--- src/rtl/bus_fabric_pkg.sv ---
// Shared types and constants for the bus fabric: FSM state encoding, error
// read-data pattern and width helpers used by the fabric and its decoder.
package bus_fabric_pkg;

  typedef enum logic [1:0] {
    BUS_IDLE   = 2'd0,
    BUS_ACCESS = 2'd1,
    BUS_RESP   = 2'd2,
    BUS_ERR    = 2'd3
  } bus_state_e;

  localparam logic [63:0] BUS_ERR_DATA = 64'hDEAD_BEEF_DEAD_BEEF;

  // Slave index width; a single-slave build still needs one bit.
  function automatic int idx_width(input int n);
    return (n > 1) ? $clog2(n) : 1;
  endfunction

  function automatic int cnt_width(input int t);
    return ($clog2(t) > 5) ? $clog2(t) : 5;
  endfunction

endpackage

--- src/rtl/bus_fabric_if.sv ---
// Bus bundle between CPU data port, fabric and slaves. 'master' is the fabric's
// CPU-facing port view, 'slave' is its view of the shared slave-side signals.
interface bus_fabric_if #(
  parameter int ADDR_W     = 64,
  parameter int DATA_W     = 64,
  parameter int NUM_SLAVES = 2
);

  logic [ADDR_W-1:0]            m_address;
  logic [DATA_W-1:0]            m_WriteData;
  logic                         m_MemWrite;
  logic                         m_MemRead;
  logic [DATA_W-1:0]            m_ReadData;
  logic                         m_ready;
  logic                         m_error;

  logic [ADDR_W-1:0]            s_address;
  logic [DATA_W-1:0]            s_WriteData;
  logic [NUM_SLAVES-1:0]        s_MemWrite;
  logic [NUM_SLAVES-1:0]        s_MemRead;
  logic [NUM_SLAVES*DATA_W-1:0] s_ReadData;
  logic [NUM_SLAVES-1:0]        s_ready;

  modport master (
    input  m_address, m_WriteData, m_MemWrite, m_MemRead,
    output m_ReadData, m_ready, m_error
  );

  modport slave (
    output s_address, s_WriteData, s_MemWrite, s_MemRead,
    input  s_ReadData, s_ready
  );

endinterface

--- src/rtl/bus_fabric_addr_decoder.sv ---
// Combinational base/mask address decoder: hit flag plus the index of the
// lowest-numbered matching slave.
module bus_addr_decoder
  import bus_fabric_pkg::*;
#(
  parameter int                           ADDR_W     = 64,
  parameter int                           NUM_SLAVES = 2,
  parameter logic [NUM_SLAVES*ADDR_W-1:0] SLAVE_BASE = '0,
  parameter logic [NUM_SLAVES*ADDR_W-1:0] SLAVE_MASK = '0,
  parameter int                           IDX_W      = idx_width(NUM_SLAVES)
) (
  input  logic [ADDR_W-1:0] addr_i,
  output logic              hit_o,
  output logic [IDX_W-1:0]  idx_o
);

  // Scanning from the top down lets the lowest matching index overwrite last.
  always_comb begin
    // NOTE: every combinational output gets a default before any branch so no latch is inferred.
    hit_o = 1'b0;
    idx_o = '0;
    for (int i = NUM_SLAVES - 1; i >= 0; i--) begin
      if ((addr_i & SLAVE_MASK[i*ADDR_W +: ADDR_W]) == SLAVE_BASE[i*ADDR_W +: ADDR_W]) begin
        hit_o = 1'b1;
        idx_o = IDX_W'(i);
      end
    end
  end

endmodule

--- src/rtl/bus_fabric.sv ---
// Single-master, NUM_SLAVES-slave memory bus fabric with registered response.
// Define BUS_FABRIC_TIMEOUT_EN to abort ACCESS after TIMEOUT_CYCLES without s_ready.
module bus_fabric
  import bus_fabric_pkg::*;
#(
  parameter int                           ADDR_W     = 64,
  parameter int                           DATA_W     = 64,
  parameter int                           NUM_SLAVES = 2,
  parameter logic [NUM_SLAVES*ADDR_W-1:0] SLAVE_BASE = {64'h1000_0000, 64'h0},
  parameter logic [NUM_SLAVES*ADDR_W-1:0] SLAVE_MASK = {~64'hFF, ~64'hFFF}
`ifdef BUS_FABRIC_TIMEOUT_EN
  ,
  parameter int                           TIMEOUT_CYCLES = 16
`endif
) (
  input logic          clk,
  input logic          rst,
  bus_fabric_if.master m_bus,
  bus_fabric_if.slave  s_bus
);

  localparam int                IDX_W    = idx_width(NUM_SLAVES);
  localparam logic [DATA_W-1:0] ERR_DATA = DATA_W'(BUS_ERR_DATA);

  bus_state_e        state_q, state_d;
  logic [ADDR_W-1:0] addr_q, addr_d;
  logic [DATA_W-1:0] wdata_q, wdata_d;
  logic              write_q, write_d;
  logic [IDX_W-1:0]  sel_q, sel_d;
  logic [DATA_W-1:0] rdata_q, rdata_d;

  logic              dec_hit;
  logic [IDX_W-1:0]  dec_idx;
  logic              sel_ready;
  logic [DATA_W-1:0] sel_rdata;
  logic              req;

`ifdef BUS_FABRIC_TIMEOUT_EN
  localparam int CNT_W = cnt_width(TIMEOUT_CYCLES);
  logic [CNT_W-1:0] tmo_cnt_q, tmo_cnt_d;
`endif

  bus_addr_decoder #(
    .ADDR_W    (ADDR_W),
    .NUM_SLAVES(NUM_SLAVES),
    .SLAVE_BASE(SLAVE_BASE),
    .SLAVE_MASK(SLAVE_MASK),
    .IDX_W     (IDX_W)
  ) u_decoder (
    .addr_i(m_bus.m_address),
    .hit_o (dec_hit),
    .idx_o (dec_idx)
  );

  assign req = m_bus.m_MemRead | m_bus.m_MemWrite;

  // Only the latched slave's ready and read data are ever looked at.
  always_comb begin
    sel_ready = 1'b0;
    sel_rdata = '0;
    for (int i = 0; i < NUM_SLAVES; i++) begin
      if (sel_q == IDX_W'(i)) begin
        sel_ready = s_bus.s_ready[i];
        sel_rdata = s_bus.s_ReadData[i*DATA_W +: DATA_W];
      end
    end
  end

  always_comb begin
    state_d = state_q;
    addr_d  = addr_q;
    wdata_d = wdata_q;
    write_d = write_q;
    sel_d   = sel_q;
    rdata_d = rdata_q;
`ifdef BUS_FABRIC_TIMEOUT_EN
    tmo_cnt_d = tmo_cnt_q;
`endif
    unique case (state_q)
      BUS_IDLE: begin
`ifdef BUS_FABRIC_TIMEOUT_EN
        tmo_cnt_d = '0;
`endif
        if (req) begin
          addr_d  = m_bus.m_address;
          wdata_d = m_bus.m_WriteData;
          write_d = m_bus.m_MemWrite;
          sel_d   = dec_idx;
          // Ambiguous op or no decode hit never reaches a slave.
          if ((m_bus.m_MemRead && m_bus.m_MemWrite) || !dec_hit) begin
            state_d = BUS_ERR;
          end else begin
            state_d = BUS_ACCESS;
          end
        end
      end
      BUS_ACCESS: begin
`ifdef BUS_FABRIC_TIMEOUT_EN
        tmo_cnt_d = tmo_cnt_q + 1'b1;
`endif
        if (sel_ready) begin
          rdata_d = write_q ? '0 : sel_rdata;
          state_d = BUS_RESP;
        end
`ifdef BUS_FABRIC_TIMEOUT_EN
        else if (tmo_cnt_q == CNT_W'(TIMEOUT_CYCLES - 1)) begin
          state_d = BUS_ERR;
        end
`endif
      end
      BUS_RESP: state_d = BUS_IDLE;
      BUS_ERR:  state_d = BUS_IDLE;
      default:  state_d = BUS_IDLE;
    endcase
  end

  always_ff @(posedge clk) begin
    // NOTE: state registers use non-blocking assignments so all flops update together at the edge.
    if (rst) begin
      state_q <= BUS_IDLE;
      addr_q  <= '0;
      wdata_q <= '0;
      write_q <= 1'b0;
      sel_q   <= '0;
      rdata_q <= '0;
`ifdef BUS_FABRIC_TIMEOUT_EN
      tmo_cnt_q <= '0;
`endif
    end else begin
      state_q <= state_d;
      addr_q  <= addr_d;
      wdata_q <= wdata_d;
      write_q <= write_d;
      sel_q   <= sel_d;
      rdata_q <= rdata_d;
`ifdef BUS_FABRIC_TIMEOUT_EN
      tmo_cnt_q <= tmo_cnt_d;
`endif
    end
  end

  always_comb begin
    m_bus.m_ready    = (state_q == BUS_RESP) || (state_q == BUS_ERR);
    m_bus.m_error    = (state_q == BUS_ERR);
    m_bus.m_ReadData = '0;
    if (state_q == BUS_RESP) begin
      m_bus.m_ReadData = rdata_q;
    end else if (state_q == BUS_ERR) begin
      m_bus.m_ReadData = ERR_DATA;
    end
  end

  always_comb begin
    s_bus.s_address   = addr_q;
    s_bus.s_WriteData = wdata_q;
    s_bus.s_MemRead   = '0;
    s_bus.s_MemWrite  = '0;
    for (int i = 0; i < NUM_SLAVES; i++) begin
      if ((state_q == BUS_ACCESS) && (sel_q == IDX_W'(i))) begin
        s_bus.s_MemRead[i]  = !write_q;
        s_bus.s_MemWrite[i] = write_q;
      end
    end
  end

endmodule

--- src/flat_wrapper.sv ---
// flat-port wrapper written by rule: the top's interface ports become plain ports
module bus_fabric_flat import bus_fabric_pkg::*;
#(
  parameter int                           ADDR_W     = 64,
  parameter int                           DATA_W     = 64,
  parameter int                           NUM_SLAVES = 2,
  parameter logic [NUM_SLAVES*ADDR_W-1:0] SLAVE_BASE = {64'h1000_0000, 64'h0},
  parameter logic [NUM_SLAVES*ADDR_W-1:0] SLAVE_MASK = {~64'hFF, ~64'hFFF}

)
  (clk, rst, m_bus_m_address, m_bus_m_WriteData, m_bus_m_MemWrite, m_bus_m_MemRead, m_bus_m_ReadData, m_bus_m_ready, m_bus_m_error, s_bus_s_address, s_bus_s_WriteData, s_bus_s_MemWrite, s_bus_s_MemRead, s_bus_s_ReadData, s_bus_s_ready);
  bus_fabric_if #(.ADDR_W(ADDR_W), .DATA_W(DATA_W), .NUM_SLAVES(NUM_SLAVES)) m_bus_i ();
  bus_fabric_if #(.ADDR_W(ADDR_W), .DATA_W(DATA_W), .NUM_SLAVES(NUM_SLAVES)) s_bus_i ();
  input logic clk;
  input logic rst;
  input wire logic [$bits(m_bus_i.m_address)-1:0] m_bus_m_address;
  input wire logic [$bits(m_bus_i.m_WriteData)-1:0] m_bus_m_WriteData;
  input wire logic [$bits(m_bus_i.m_MemWrite)-1:0] m_bus_m_MemWrite;
  input wire logic [$bits(m_bus_i.m_MemRead)-1:0] m_bus_m_MemRead;
  output wire logic [$bits(m_bus_i.m_ReadData)-1:0] m_bus_m_ReadData;
  output wire logic [$bits(m_bus_i.m_ready)-1:0] m_bus_m_ready;
  output wire logic [$bits(m_bus_i.m_error)-1:0] m_bus_m_error;
  output wire logic [$bits(s_bus_i.s_address)-1:0] s_bus_s_address;
  output wire logic [$bits(s_bus_i.s_WriteData)-1:0] s_bus_s_WriteData;
  output wire logic [$bits(s_bus_i.s_MemWrite)-1:0] s_bus_s_MemWrite;
  output wire logic [$bits(s_bus_i.s_MemRead)-1:0] s_bus_s_MemRead;
  input wire logic [$bits(s_bus_i.s_ReadData)-1:0] s_bus_s_ReadData;
  input wire logic [$bits(s_bus_i.s_ready)-1:0] s_bus_s_ready;
  assign m_bus_i.m_address = m_bus_m_address;
  assign m_bus_i.m_WriteData = m_bus_m_WriteData;
  assign m_bus_i.m_MemWrite = m_bus_m_MemWrite;
  assign m_bus_i.m_MemRead = m_bus_m_MemRead;
  assign m_bus_m_ReadData = m_bus_i.m_ReadData;
  assign m_bus_m_ready = m_bus_i.m_ready;
  assign m_bus_m_error = m_bus_i.m_error;
  assign s_bus_s_address = s_bus_i.s_address;
  assign s_bus_s_WriteData = s_bus_i.s_WriteData;
  assign s_bus_s_MemWrite = s_bus_i.s_MemWrite;
  assign s_bus_s_MemRead = s_bus_i.s_MemRead;
  assign s_bus_i.s_ReadData = s_bus_s_ReadData;
  assign s_bus_i.s_ready = s_bus_s_ready;
  bus_fabric #(.ADDR_W(ADDR_W), .DATA_W(DATA_W), .NUM_SLAVES(NUM_SLAVES), .SLAVE_BASE(SLAVE_BASE), .SLAVE_MASK(SLAVE_MASK)) u_core (.clk(clk), .rst(rst), .m_bus(m_bus_i), .s_bus(s_bus_i));
endmodule
--- config.mk ---
export PLATFORM = sky130hd
export DESIGN_NAME = bus_fabric_flat
export DESIGN_NICKNAME = d
export VERILOG_FILES = /design/src/rtl/bus_fabric_pkg.sv /design/src/rtl/bus_fabric_if.sv /design/src/rtl/bus_fabric_addr_decoder.sv /design/src/rtl/bus_fabric.sv /design/src/flat_wrapper.sv
export SDC_FILE = /design/constraint.sdc
export NUM_CORES = 1
export LEC_CHECK = 0
export CAP_MARGIN = 20
export CORE_MARGIN = 5
export CORE_UTILIZATION = 30
export CTS_CLUSTER_DIAMETER = 30
export DETAILED_ROUTE_END_ITERATION = 6
export GPL_TIMING_DRIVEN = 0
export PLACE_DENSITY = 0.7
export SYNTH_ARGS = -nofsm -noshare
export SYNTH_HDL_FRONTEND = slang
export SYNTH_SLANG_ARGS = --single-unit
--- constraint.sdc ---
create_clock -name clk -period 1.5 [get_ports clk]
set_input_delay 0.225 -clock clk [delete_from_list [all_inputs] [get_ports clk]]
set_output_delay 0.225 -clock clk [all_outputs]
set_load 0.02 [all_outputs]
==> results of run 1 <==
tightest hold or removal path, stage by stage:
cell and delay [ps]:
clkdlybuf4s50_1 390, nand2_1 60, a21oi_1 50
worst min-delay path by stage:
stage | start | depth (start not counted) | slack (ps) | endpoint
after floorplan | m_bus_m_WriteData[0] | 2 | 360 | u_core.s_bus.s_WriteData[0]
after global placement | u_core.rdata_q[14] | 2 | 430 | u_core.rdata_q[14]
after detailed placement | u_core.rdata_q[14] | 2 | 440 | u_core.rdata_q[14]
after CTS | m_bus_m_WriteData[18] | 3 | 300 | u_core.s_bus.s_WriteData[18]
after global routing | m_bus_m_WriteData[22] | 3 | 320 | u_core.s_bus.s_WriteData[22]
final | m_bus_m_WriteData[32] | 3 | 330 | u_core.s_bus.s_WriteData[32]
synth_stat cells (all sizes together) (4+ instances only):
| cell | count | area share (%) |
|---|---|---|
| o21a | 49 | 4.4 |
| mux2i | 65 | 7.8 |
| and2 | 17 | 1.3 |
| or3 | 64 | 4.8 |
| dfxtp | 196 | 47 |
| clkbuf | 40 | 1.8 |
| nor2 | 4 | 0.18 |
| a21oi | 194 | 12 |
| nor4 | 14 | 1.0 |
| nand2 | 324 | 15 |
| buf | 53 | 3.8 |
cells by family (layout without fill, tap and decap cells):
kind of cell / Yosys count / in the layout / share of synthesized area (%)
AO/OA/AOI/OAI: 248 / 248 / 16.5
buffers and inverters: 93 / 639 / 5.62
flip-flops: 196 / 196 / 47.0
multiplexers: 65 / 65 / 7.80
other: 0 / 1 / 0
AND/OR/NAND/NOR: 436 / 436 / 23.0
routing by layer:
| metal | track usage [%] | share of wire [%] |
|---|---|---|
| met1 | 24.1 | 38 |
| met2 | 39.9 | 51 |
| met3 | 6.67 | 8.5 |
| met4 | 6.77 | 2.5 |
| met5 | 0 | 0 |
through the flow:
step | area [µm²] | utilization [%]
after detailed placement | 13400 | 48.5
after global routing | 16200 | 58.7
after CTS | 14500 | 52.4
final | 16200 | 58.7
after global placement | 13400 | 48.5
after floorplan | 8350 | -
sequential cells by signal (all words and copies together), names as in the netlist:
name,flops
u_core.rdata_q,64
u_core.s_bus.s_WriteData,64
u_core.s_bus.s_address,64
u_core.state_q,2
u_core.sel_q,1
u_core.write_q,1
power by group:
part	leakage (nW)	switching, W	total [W]	internal [W]
logic	5.17	0.00232	0.00491	0.00259
clock network	0.313	0.00250	0.00499	0.00249
registers	1.61	0.000208	0.00579	0.00558
layout make-up:
| class | count | share of cell area (%) |
|---|---|---|
| Clock buffer | 17 | 2.63 |
| Antenna cell | 1 | 0.0154 |
| Timing Repair Buffer | 516 | 34.3 |
| Buffer | 91 | 5.80 |
| Sequential cell | 196 | 24.2 |
| Tap cell | 378 | 2.92 |
| Clock inverter | 15 | 1.37 |
| Multi-Input combinational cell | 749 | 28.7 |
placed cells by master, fill, tap and decap left out, types with 5 or more instances in the layout:
cell,synthesis,layout
or3_4,0,29
a21oi_2,0,77
nor4_1,14,9
or3_1,64,35
a21oi_1,194,117
clkbuf_1,40,26
and2_4,0,8
buf_6,7,70
clkbuf_16,0,38
o21a_1,49,48
dlymetal6s2s_1,0,52
clkinv_8,0,5
dlygate4sd2_1,0,76
nand2_2,0,48
mux2i_1,65,64
buf_8,0,27
buf_4,8,38
nand2_1,324,274
dfxtp_1,196,192
clkdlybuf4s50_1,0,260
buf_12,0,15
and2_1,17,9
buf_2,30,12
timing repair:
item / in CTS / in global routing
pin swaps: 41 / 65
cloned: 4 / 20
endpoints found under the hold margin: 0 / 0
resized for setup: 570 / 325
buffers inserted: 12 / 22
setup endpoints to repair: 393 / 315
==> run summary, run 1 <==
WL/cell -> 19.5 µm
Critical Path Fanout Max -> 10
starting density of the core -> 30.2%
worst-skew pair later-pin latency -> 440 ps
Storage cell area -> 3930 µm²
Multi-input gate area -> 4660 µm²
CTS H-tree depth -> 4
Post-DRT Antenna Nets -> 0
drt first-iter violations -> 346
Clock Path Buffers -> 2
r2r setup slk -> -280 ps
Crit Path Category -> register to register
WP buf/inv -> 4
Final nets -> 1833
Core ar. -> 27600 µm²
WP data required -> 1850 ps
DRC Markers -> 0
Max Fclk -> 562 MHz
failing checks -> setup timing
Post-synth EDFFs -> 0
crit start category -> register
most used cell, CP -> buf_6
Final Skew -> 16.3 ps
# rows -> 61
Port Buf Inserts -> 458
post-route worst setup slack -> -280 ps
GPL Wtd Cong -> 0.901
dpl cells -> 1874
grt total ovfl -> 0
Via density -> 4.85
Pwr Total -> 0.0157 W
Worst-path clk slew -> 90 ps
Post-synth top flop -> dfxtp_1
Setup WS pre-CTS -> -1300 ps
largest net degree at the start of global routing -> 23
Worst Hold Class -> input port to register
CP Capture Type -> register
LEAKAGE -> 7.08 nW
placed wire-length estimate -> 28300 µm
Reg2Reg Depth -> 8
crit path to -> u_core.rdata_q[1]
Area growth, synth to finish -> 94.2%
Finished Layout Cells -> 1963
CTS sink cnt -> 196
sequential share of the synthesized area -> 47.0%
Total Wirelength -> 38300 µm
Synth warnings -> 0
Ports -> 460
CP top delay family -> simple AND/OR/NAND/NOR gates
drt pass-1 iters -> 4
Worst Tran Pin Value -> 711 ps
CP Depth -> 8
Final period util -> 119%
Slew Limit Fails -> 0
Peak VDD IR -> 607 µV
number of hold buffers added after CTS -> 0
ys async rst share -> 0%
reg-to-reg endpoint -> u_core.rdata_q[1]
TritonCTS clock tree -> done
# fillers -> 2471
number of global-route vias before repair -> 9308
Crit-path slowest cell -> dfxtp_2
GRT Total Usage -> 21.8%
Synth Cell Area -> 8350 µm²
# setup viols final -> 262
synthesized instance count -> 1038
critical-path cell list -> buf_6, nor2b_4, buf_6, nand2b_4, buf_12, buf_8, or3_4, a21oi_2
fin crit period -> 1780 ps
synthesized flop and latch total -> 196
Die Area -> 31300 µm²
Synthesized Nets -> 1300
Setup TNS -> -39200 ps
clk root buf -> clkbuf_16
post-synthesis area per instance -> 8.04 µm²
Slew headroom -> 52.6%
power per cell area -> 968 nW/µm²
first-pass GRT wire length -> 52900 µm
max_cap viols -> 0
layout cell share with drive strength beyond 1 -> 25.7%
critical path's largest stage delay -> 370 ps
Hold Vio Cnt, Final -> 0
unrepaired setup endpoints after global routing -> yes
die extent in x -> 177 µm
Netlist cell types -> 29
Worst Path Arrival -> 2130 ps
Inserted Clock Buffers -> 17
Die H -> 177 µm
initial antenna violation count -> 1
routed vias -> 9513
Crit. Startpoint -> u_core.state_q[0]
status -> finished, violations left
Reg-to-Reg Start -> u_core.state_q[0]
Hold Slack -> 327 ps
(Power assumes the default switching activity.)
==> run 2: changes to the inputs <==
--- a/config.mk
+++ b/config.mk
@@ -6,12 +6,12 @@
 export NUM_CORES = 1
 export LEC_CHECK = 0
 export CAP_MARGIN = 20
-export CORE_MARGIN = 5
-export CORE_UTILIZATION = 30
+export CORE_AREA = 5 5 175 177
 export CTS_CLUSTER_DIAMETER = 30
 export DETAILED_ROUTE_END_ITERATION = 6
+export DIE_AREA = 0 0 180 182
 export GPL_TIMING_DRIVEN = 0
-export PLACE_DENSITY = 0.7
+export PLACE_DENSITY = 0.69
 export SYNTH_ARGS = -nofsm -noshare
 export SYNTH_HDL_FRONTEND = slang
 export SYNTH_SLANG_ARGS = --single-unit
==> run 2 against run 1 <==
Net effect:
- the run still ends with setup timing left
- sequential share of layout area increased by 0.77 points
- core utilization decreased by 4.6 points
- routed wire length decreased by 1.5%
- combinational power decreased by 15%
- via count decreased by 2.9%
- die area increased by 4.8%
- critical path depth decreased by 3
- sequential cell count unchanged
==> run summary, run 2 (same netlist as run 1, synthesis figures left out) <==
status -> finished, violations left
failing checks -> setup timing
Worst-path clk slew -> 90 ps (about the same)
Area growth, synth to finish -> 88.3%
Hold Slack -> 325 ps (-1.33 ps)
Worst Path Arrival -> 1550 ps (-580 ps)
# rows -> 63 (+3.3%)
Peak VDD IR -> 686 µV (+13%)
Pwr Total -> 0.0147 W (-6.0%)
dpl cell area -> 13400 µm² (+0.11%)
crit start category -> register
Port Buf Inserts -> 458 (unchanged)
GRT Total Usage -> 20.7% (-1.0 points)
clk root buf -> clkbuf_16
Final nets -> 1804 (-1.6%)
number of global-route vias before repair -> 9106 (-2.2%)
number of hold buffers added after CTS -> 0 (unchanged)
layout cell share with drive strength beyond 1 -> 20.4% (-5.3 points)
Final Util -> 54.0% (-4.6 points)
TritonCTS clock tree -> done
Hold Vio Cnt, Final -> 0 (unchanged)
GPL Wtd Cong -> 0.943 (+4.6%)
Slew Limit Fails -> 0 (unchanged)
Slew headroom -> 44.4% (-8.2 points)
Reg2Reg Depth -> 8 (unchanged)
first-pass GRT wire length -> 53600 µm (+1.3%)
fin crit period -> 1770 ps (-5.15 ps)
Worst Hold Class -> input port to register
drt pass-1 iters -> 5 (+1)
most common cell after layout, fill and taps aside -> nand2_1
most frequent cells in the layout -> nand2_1 (314), clkdlybuf4s50_1 (260), dfxtp_1 (192), a21oi_1 (150), dlymetal6s2s_1 (121)
die extent in x -> 180 µm (+1.8%)
Die H -> 182 µm (+2.9%)
Inserted Clock Buffers -> 17 (unchanged)
unrepaired setup endpoints after global routing -> yes
Final period util -> 118% (-0.34 points)
Critical Path Fanout Max -> 4 (-6)
Total Wirelength -> 37700 µm (-1.5%)
dpl cells -> 1886 (+0.64%)
grt total ovfl -> 0 (unchanged)
starting density of the core -> 28.7% (-1.5 points)
Clock Path Buffers -> 2 (unchanged)
drt first-iter violations -> 404 (+17%)
Multi-input gate area -> 4490 µm² (-3.5%)
DRC Markers -> 0 (unchanged)
# fillers -> 2590 (+4.8%)
Worst Tran Pin Value -> 834 ps (+123 ps)
CTS H-tree depth -> 4 (unchanged)
largest net degree at the start of global routing -> 21 (-8.7%)
routed vias -> 9233 (-2.9%)
Ports -> 460 (unchanged)
Crit Path Category -> register to primary output
post-route worst setup slack -> -274 ps (+5.15 ps)
Finished Layout Cells -> 1948 (-0.76%)
Storage cell area -> 3930 µm² (about the same)
worst-skew pair later-pin latency -> 440 ps (about the same)
Final Skew -> 15.6 ps (-0.621 ps)
placed wire-length estimate -> 28300 µm (+0.24%)
CTS sink cnt -> 196 (unchanged)
Max Fclk -> 564 MHz (+0.29%)
Die Area -> 32800 µm² (+4.8%)
WP data required -> 1270 ps (-580 ps)
Via density -> 4.74 (-2.2%)
max_cap viols -> 0 (unchanged)
Core ar. -> 29100 µm² (+5.3%)
WL/cell -> 19.4 µm (-0.75%)
power per cell area -> 938 nW/µm² (-3.1%)
initial antenna violation count -> 4 (+3)
CP Capture Type -> primary output
# setup viols final -> 244 (-6.9%)
LEAKAGE -> 7.67 nW (+8.3%)
final non-filler cell area -> 15700 µm² (-3.0%)
Worst Hold Depth -> 3 (unchanged)
Post-DRT Antenna Nets -> 0 (unchanged)
-- run 2: path summary, 6_finish.rpt --
check | start | endpoint | slack, ps
hold / removal | m_bus_m_WriteData[27] | u_core.s_bus.s_WriteData[27] | 330
setup / recovery | u_core.state_q[0] | s_bus_s_MemRead[0] | -270
hold reg to reg | u_core.s_bus.s_address[2] | u_core.s_bus.s_address[2] | 450
setup reg to reg | u_core.state_q[0] | u_core.rdata_q[24] | -270
-- run 2: final cells by class --
type | count | area share [%]
Multi-Input combinational cell | 749 | 28.6
Sequential cell | 196 | 25.0
Clock inverter | 14 | 1.13
Buffer | 91 | 4.90
Tap cell | 390 | 3.10
Timing Repair Buffer | 487 | 34.5
Antenna cell | 3 | 0.0478
Clock buffer | 18 | 2.73
-- run 2: stage by stage --
stage	setup TNS [ps]	setup slack, ps
global placement	-179890	-1380
CTS	-64010	-267
detailed placement	-183470	-1360
finish	-36570	-274
floorplan	0	11.6
global route	-54680	-336
-- run 2: metal layers --
layer  vias to the layer above  wire (µm)  global-route usage [%]
li1                       4502          -                       -
met1                      4328      14500                    23.6
met2                       359      19600                    37.1
met3                        42       2910                    7.05
met4                         2        745                    5.61
met5                         -         13                       0
-- run 2: worst max-delay path, cell delays in order, from the launching register on --
cell and delay (ps):
dfxtp_4 380, buf_6 120, nor2b_4 190, buf_12 130
nor3b_2 140, buf_4 160
-- run 2: what timing repair did --
| action | in CTS | in global routing |
|---|---|---|
| setup endpoints to repair | 393 | 386 |
| buffers inserted | 7 | 6 |
| gates cloned | 3 | 13 |
| resized for setup | 471 | 326 |
| pin swaps | 45 | 133 |
-- run 2: power by group --
part	switching [W]	leakage, nW	total, W	internal (W)
combinational	0.00210	5.77	0.00416	0.00207
clock	0.00238	0.294	0.00480	0.00242
sequential	0.000198	1.61	0.00578	0.00558
